`src/rtl/spi_arbiter_if.sv`:
```
// spi_arbiter_if: client request/grant bus plus transmitter control bundle for spi_arbiter
interface spi_arbiter_if #(parameter int NREQ = 4);
  logic [NREQ-1:0]   req;
  logic [NREQ*8-1:0] req_data;
  logic [NREQ*2-1:0] req_mode;
  logic [NREQ-1:0]   gnt;
  logic [NREQ-1:0]   done;
  logic              busy;
  logic              err;
  logic              strt;
  logic [7:0]        data_in;
  logic              CPH;
  logic              CKP;
  logic              CS;
  modport slave (input req, req_data, req_mode, CS,
                 output gnt, done, busy, err, strt, data_in, CPH, CKP);
  modport master (output req, req_data, req_mode, CS,
                  input gnt, done, busy, err, strt, data_in, CPH, CKP);
endinterface

```
`src/rtl/spi_arbiter.sv`:
```
// spi_arbiter: round-robin arbiter sequencing NREQ clients onto one SPI transmitter
// Define SPI_ARB_TIMEOUT_EN to bound each CS-wait state by TIMEOUT cycles and flag err.
module spi_arbiter #(
  parameter int NREQ    = 4,
  parameter int TIMEOUT = 1023
) (
  input logic       clk,
  input logic       rst,
  spi_arbiter_if.slave bus
);
  localparam int PW = (NREQ > 1) ? $clog2(NREQ) : 1;
  typedef enum logic [2:0] {IDLE, START, WAIT_LOW, WAIT_HIGH, DONE} state_t;
  state_t          state_q, state_d;
  logic [NREQ-1:0] gnt_q, gnt_d, done_q, done_d;
  logic [PW-1:0]   ptr_q, ptr_d, win_q, win_d;
  logic [7:0]      data_q, data_d;
  logic            cph_q, cph_d, ckp_q, ckp_d;
  logic            strt_q, strt_d, busy_q, busy_d, err_q, err_d;
  logic            found, fin;
  logic [PW:0]     sh, sum;
  logic [NREQ-1:0] rot;
  logic [PW-1:0]   pick;
  logic [7:0]      sel_data;
  logic [1:0]      sel_mode;
`ifdef SPI_ARB_TIMEOUT_EN
  localparam int CW = $clog2(TIMEOUT + 1);
  logic [CW-1:0]   cnt_q, cnt_d;
  logic            to;
`endif
  // Rotate requests so bit 0 is the requester just after the last winner.
  always_comb begin
    sh       = (PW+1)'(ptr_q) + (PW+1)'(1);
    rot      = NREQ'({bus.req, bus.req} >> sh);
    found    = |rot;
    sum      = sh;
    for (int k = NREQ - 1; k >= 0; k--)
      if (rot[k]) sum = sh + (PW+1)'(k);
    pick     = PW'((sum >= (PW+1)'(NREQ)) ? sum - (PW+1)'(NREQ) : sum);
    sel_data = '0;
    sel_mode = '0;
    for (int i = 0; i < NREQ; i++)
      if (pick == PW'(i)) begin
        sel_data = bus.req_data[8*i +: 8];
        sel_mode = bus.req_mode[2*i +: 2];
      end
  end
  always_comb begin
    state_d = state_q;
    gnt_d   = gnt_q;
    done_d  = '0;
    ptr_d   = ptr_q;
    win_d   = win_q;
    data_d  = data_q;
    cph_d   = cph_q;
    ckp_d   = ckp_q;
    strt_d  = 1'b0;
    err_d   = 1'b0;
    fin     = (state_q == WAIT_HIGH) && bus.CS;
`ifdef SPI_ARB_TIMEOUT_EN
    to      = (((state_q == WAIT_LOW) && bus.CS) || ((state_q == WAIT_HIGH) && !bus.CS))
              && (cnt_q == CW'(TIMEOUT));
    fin     = fin || to;
    err_d   = to;
`endif
    case (state_q)
      IDLE: if (found) begin
        state_d        = START;
        win_d          = pick;
        gnt_d          = NREQ'(1) << pick;
        data_d         = sel_data;
        {ckp_d, cph_d} = sel_mode;
        strt_d         = 1'b1;
      end
      START:    state_d = WAIT_LOW;
      WAIT_LOW: state_d = bus.CS ? WAIT_LOW : WAIT_HIGH;
      DONE:     state_d = IDLE;
      default:  state_d = state_q;
    endcase
    if (fin) begin
      state_d = DONE;
      done_d  = gnt_q;
      gnt_d   = '0;
      ptr_d   = win_q;
    end
    busy_d = state_d != IDLE;
`ifdef SPI_ARB_TIMEOUT_EN
    cnt_d = ((state_q == WAIT_LOW || state_q == WAIT_HIGH) && state_d == state_q)
            ? cnt_q + CW'(1) : '0;
`endif
  end
  always_ff @(posedge clk or posedge rst) begin
    if (rst) begin
      state_q <= IDLE;
      gnt_q   <= '0;
      done_q  <= '0;
      ptr_q   <= PW'(NREQ - 1);
      win_q   <= '0;
      data_q  <= '0;
      cph_q   <= 1'b0;
      ckp_q   <= 1'b0;
      strt_q  <= 1'b0;
      busy_q  <= 1'b0;
      err_q   <= 1'b0;
`ifdef SPI_ARB_TIMEOUT_EN
      cnt_q   <= '0;
`endif
    end else begin
      state_q <= state_d;
      gnt_q   <= gnt_d;
      done_q  <= done_d;
      ptr_q   <= ptr_d;
      win_q   <= win_d;
      data_q  <= data_d;
      cph_q   <= cph_d;
      ckp_q   <= ckp_d;
      strt_q  <= strt_d;
      busy_q  <= busy_d;
      err_q   <= err_d;
`ifdef SPI_ARB_TIMEOUT_EN
      cnt_q   <= cnt_d;
`endif
    end
  end
  assign bus.gnt     = gnt_q;
  assign bus.done    = done_q;
  assign bus.busy    = busy_q;
  assign bus.err     = err_q;
  assign bus.strt    = strt_q;
  assign bus.data_in = data_q;
  assign bus.CPH     = cph_q;
  assign bus.CKP     = ckp_q;
endmodule

```
`src/flat_wrapper.sv`:
```
// flat-port wrapper written by rule: the top's interface ports become plain ports
module spi_arbiter_flat 
#(
  parameter int NREQ    = 4,
  parameter int TIMEOUT = 1023
)
  (clk, rst, bus_req, bus_req_data, bus_req_mode, bus_CS, bus_gnt, bus_done, bus_busy, bus_err, bus_strt, bus_data_in, bus_CPH, bus_CKP);
  spi_arbiter_if #(.NREQ(NREQ)) bus_i ();
  input logic clk;
  input logic rst;
  input wire logic [$bits(bus_i.req)-1:0] bus_req;
  input wire logic [$bits(bus_i.req_data)-1:0] bus_req_data;
  input wire logic [$bits(bus_i.req_mode)-1:0] bus_req_mode;
  input wire logic [$bits(bus_i.CS)-1:0] bus_CS;
  output wire logic [$bits(bus_i.gnt)-1:0] bus_gnt;
  output wire logic [$bits(bus_i.done)-1:0] bus_done;
  output wire logic [$bits(bus_i.busy)-1:0] bus_busy;
  output wire logic [$bits(bus_i.err)-1:0] bus_err;
  output wire logic [$bits(bus_i.strt)-1:0] bus_strt;
  output wire logic [$bits(bus_i.data_in)-1:0] bus_data_in;
  output wire logic [$bits(bus_i.CPH)-1:0] bus_CPH;
  output wire logic [$bits(bus_i.CKP)-1:0] bus_CKP;
  assign bus_i.req = bus_req;
  assign bus_i.req_data = bus_req_data;
  assign bus_i.req_mode = bus_req_mode;
  assign bus_i.CS = bus_CS;
  assign bus_gnt = bus_i.gnt;
  assign bus_done = bus_i.done;
  assign bus_busy = bus_i.busy;
  assign bus_err = bus_i.err;
  assign bus_strt = bus_i.strt;
  assign bus_data_in = bus_i.data_in;
  assign bus_CPH = bus_i.CPH;
  assign bus_CKP = bus_i.CKP;
  spi_arbiter #(.NREQ(NREQ), .TIMEOUT(TIMEOUT)) u_core (.clk(clk), .rst(rst), .bus(bus_i));
endmodule
```
`config.mk`:
```
export PLATFORM = sky130hd
export DESIGN_NAME = spi_arbiter_flat
export DESIGN_NICKNAME = d
export VERILOG_FILES = /design/src/rtl/spi_arbiter_if.sv /design/src/rtl/spi_arbiter.sv /design/src/flat_wrapper.sv
export SDC_FILE = /design/constraint.sdc
export NUM_CORES = 1
export LEC_CHECK = 0
export ABC_AREA = 1
export BUFFER_PORTS_ARGS = -buffer_cell sky130_fd_sc_hd__buf_2
export CAP_MARGIN = 0
export CORE_MARGIN = 3
export CORE_UTILIZATION = 49
export DETAILED_ROUTE_END_ITERATION = 10
export GPL_TIMING_DRIVEN = 0
export PLACE_DENSITY_LB_ADDON = 0.15
export SKIP_CTS_REPAIR_TIMING = 1
export SYNTH_ARGS = -nofsm -noshare
export SYNTH_HDL_FRONTEND = slang
export SYNTH_SLANG_ARGS = --single-unit
```
`constraint.sdc`:
```
create_clock -name clk -period 2.4 [get_ports clk]
set_clock_uncertainty 0.1 [all_clocks]
set_input_delay 0.12 -clock clk [delete_from_list [all_inputs] [get_ports clk]]
set_output_delay 0.12 -clock clk [all_outputs]
set_load 0.01 [all_outputs]
```
==> load_flow_metrics.sql <==
INSERT INTO impl_metrics (metric_group, metric, value, unit) VALUES
('route', 'ant_nets', '0', ''),
('final_layout', 'finish.utilization', '67.30', '%'),
('sta', 'post-route-min-period', '2.133', 'ns'),
('sta', 'final_critical_path_setup_slack', '0.2675', 'ns'),
('yosys', 'synth_seq_cells', '27', ''),
('cts', 'clock_tree.htree_level_count', '1', ''),
('final_layout', 'nets', '375', ''),
('final_layout', 'ratio_of_cells_with_drive_above_1_in_the_final_layout', '30.58', '%'),
('power', 'pwr-share-seq', '26.7', '%'),
('power', 'power_switching', '1.406', 'mW'),
('floorplan', 'top_level_ports', '68', ''),
('global_routing', 'maximum_number_of_pins_on_one_net_before_global_route_repair', '28', ''),
('sta', 'rsz0062_at_grt', 'false', ''),
('sta', 'worst_pin_slew', '0.9760', 'ns'),
('final_layout', 'layout-area-overhead-vs-synth', '24.58', '%'),
('yosys', 'netlist_area', '0.001730', 'mm²'),
('worst_setup_path', 'crit_end', 'u_core.bus.data_in[4]$_DFFE_PP0P_', ''),
('sta', 'fmax', '468.9', 'MHz'),
('power', 'total_power', '2.771', 'mW'),
('power', 'pwr_density_cell', '1285', 'mW/mm²'),
('power', 'leakagePower', '1.283', 'nW'),
('yosys', 'synthesis.nets', '303', ''),
('power', 'power.share.combinational', '66.1', '%'),
('cts', 'clock_tree.buffer_depth', '2', ''),
('route', 'firstDrtPassIters', '4', ''),
('final_layout', 'insertedDiodeCount', '0', ''),
('yosys', 'synth_xor_area_share', '0', '%'),
('sta', 'finalHoldViolations', '5', ''),
('yosys', 'synth-seq-area-share', '39.19', '%'),
('worst_setup_path', 'length_in_cells_of_the_worst_reg_to_reg_path', '14', ''),
('floorplan', 'fp.dieW', '65.43', 'µm'),
('final_layout', 'seqCellArea', '678.2', 'µm²'),
('outcome', 'failed_checks', 'negative hold slack', ''),
('yosys', 'synth_fa_ha_area_share', '0', '%'),
('yosys', 'post_synth_mux_area_share', '0', '%'),
('sta', 'setup_tns', '0', 'ns'),
('global_routing', 'vias_in_the_first_global_route', '1523', ''),
('final_layout', 'final_common_cell', 'sky130_fd_sc_hd__nand2_1', ''),
('placed_design', 'place_hpwl', '3.095', 'mm'),
('placed_design', 'finalWeightedCongestion', '0.8281', ''),
('final_layout', 'layout.cells.most_common_list', '86 x sky130_fd_sc_hd__nand2_1, 67 x sky130_fd_sc_hd__buf_2, 39 x sky130_fd_sc_hd__inv_1', ''),
('global_routing', 'track_usage', '18.74', '%'),
('placed_design', 'io_buffers', '66', ''),
('yosys', 'synth.distinct_cells', '26', ''),
('yosys', 'synthesis.yosys.warnings', '0', ''),
('sta', 'whs', '-0.02167', 'ns'),
('hold_path', 'hold_path_startpoint', 'bus_req_data[27]', ''),
('worst_setup_path', 'worst-endpoint-arrival', '2.27', 'ns'),
('yosys', 'synthesis.area_per_instance', '6.759', 'µm²'),
('route', 'detail_route.vias_per_cell', '4.668', ''),
('placed_design', 'place_ws', '0.3134', 'ns'),
('global_routing', 'grt_pass1_wl', '6.389', 'mm'),
('worst_setup_path', 'end_kind', 'flop', ''),
('job', 'max-cap-violations', '0', ''),
('worst_setup_path', 'rrSetupSlack', '0.27', 'ns'),
('worst_setup_path', 'cp_data_required_time', '2.54', 'ns'),
('final_layout', 'fillers', '327', ''),
('power', 'power.internal', '1.364', 'mW'),
('cts', 'cts_buffers', '3', ''),
('power', 'largest_voltage_drop_on_the_vdd_net', '0.8876', 'mV'),
('outcome', 'status', 'finished, violations left', ''),
('cts', 'clockRootBuffer', 'sky130_fd_sc_hd__clkbuf_4', ''),
('sta', 'final_min_period_over_clock_period', '88.86', '%'),
('worst_setup_path', 'start_kind', 'flop', ''),
('worst_setup_path', 'timing_startpoint_of_the_critical_path', 'u_core.ptr_q[0]$_DFFE_PP1P_', ''),
('route', 'first_iter_violations', '76', ''),
('floorplan', 'die_y', '65.43', 'µm'),
('floorplan', 'floorplan.core_area', '0.003203', 'mm²'),
('cts', 'clkSlewWorstSetupHoldPaths', '0.14', 'ns'),
('worst_setup_path', 'critical_path.max_fanout', '10', ''),
('yosys', 'synth_cells', '256', '');
[cells by family (layout without fill, tap and decap cells)]
group,Yosys count,count (layout)
AO/OA/AOI/OAI,25,25
buffers and inverters,50,121
flip-flops,27,27
other,1,1
AND/OR/NAND/NOR,153,153
[worst min path at each step]
stage	cells after the start	to
3_3_place_gp	2	u_core.bus.data_in[6]$_DFFE_PP0P_
3_5_place_dp	2	u_core.bus.strt$_DFF_PP0_
5_1_grt	5	u_core.bus.CKP$_DFFE_PP0P_
4_1_cts	2	u_core.bus.done[1]$_DFF_PP0_
2_1_floorplan	1	u_core.bus.CKP$_DFFE_PP0P_
6_report	5	u_core.bus.data_in[3]$_DFFE_PP0P_
[power by group through the flow]
| stage | Combinational [mW] | Clock, mW | Sequential [mW] |
|---|---|---|---|
| after global routing | 2.09 | 0.217 | 0.761 |
| after floorplan | 1.35 | 0 | 0.790 |
| final | 1.83 | 0.197 | 0.741 |
| after global placement | 1.81 | 0 | 0.745 |
| after detailed placement | 1.84 | 0 | 0.751 |
| after CTS | 1.84 | 0.203 | 0.742 |
[layout make-up]
class,count,area share (%)
timing repair buffer,67,15.79
inverter,43,7.487
tap,44,2.554
clock inverter,1,0.3482
multi-input combinational,179,38.65
buffer,7,2.670
sequential,27,31.46
clock buffer,3,1.045
[sequential cells by signal, indices dropped and copies added (netlist names)]
signal	flops
u_core.bus.data_in	8
u_core.bus.done	4
u_core.bus.gnt	4
u_core.state_q	3
u_core.ptr_q	2
u_core.win_q	2
u_core.bus.CKP	1
u_core.bus.CPH	1
u_core.bus.busy	1
u_core.bus.strt	1
[layer usage]
layer / track usage [%] / part of all wire [%] / wire (µm)
met4: 4.663 / 1.1 / 44
met1: 24.92 / 46 / 1785
met2: 32.62 / 48 / 1870
met5: 0 / 0 / 0
met3: 1.880 / 5.3 / 208
[worst max-delay path: stages (launching register included)]
cell	delay (ns)
sky130_fd_sc_hd__dfstp_2	0.60
sky130_fd_sc_hd__buf_6	0.15
sky130_fd_sc_hd__nor2_1	0.06
sky130_fd_sc_hd__nor2_1	0.17
sky130_fd_sc_hd__nand3_1	0.10
sky130_fd_sc_hd__nand2_1	0.07
sky130_fd_sc_hd__nand2_1	0.08
sky130_fd_sc_hd__nand2_2	0.08
sky130_fd_sc_hd__nand2_4	0.09
sky130_fd_sc_hd__nor2_4	0.23
sky130_fd_sc_hd__nand2_1	0.08
sky130_fd_sc_hd__nand2_1	0.07
sky130_fd_sc_hd__nand2_1	0.04
sky130_fd_sc_hd__nand2_1	0.05
sky130_fd_sc_hd__nand2_1	0.05
[metrics by stage]
step	cells	area [µm²]	hold slack, ns
after floorplan	256	1730	0.07123
after CTS	370	2146	-0.07296
final	371	2156	-0.02167
after global placement	366	2116	0.2934
after global routing	371	2156	0.007119
after detailed placement	366	2116	0.2960
[cells in the mapped netlist (all sizes together)]
master   n  area share, %
dfstp    2            3.0
nand2   97             23
clkbuf   1           0.22
clkinv   2           0.43
o32ai    1           0.94
nor2    25            6.6
buf      6            3.1
nor3     2           0.58
nand3   29            8.7
conb     1           0.22
o21ai   18            5.4
o22ai    1           0.36
a21oi    5            1.9
dfrtp   25             36
inv     41            8.9
No activity file was read; power rests on OpenSTA's default activity.
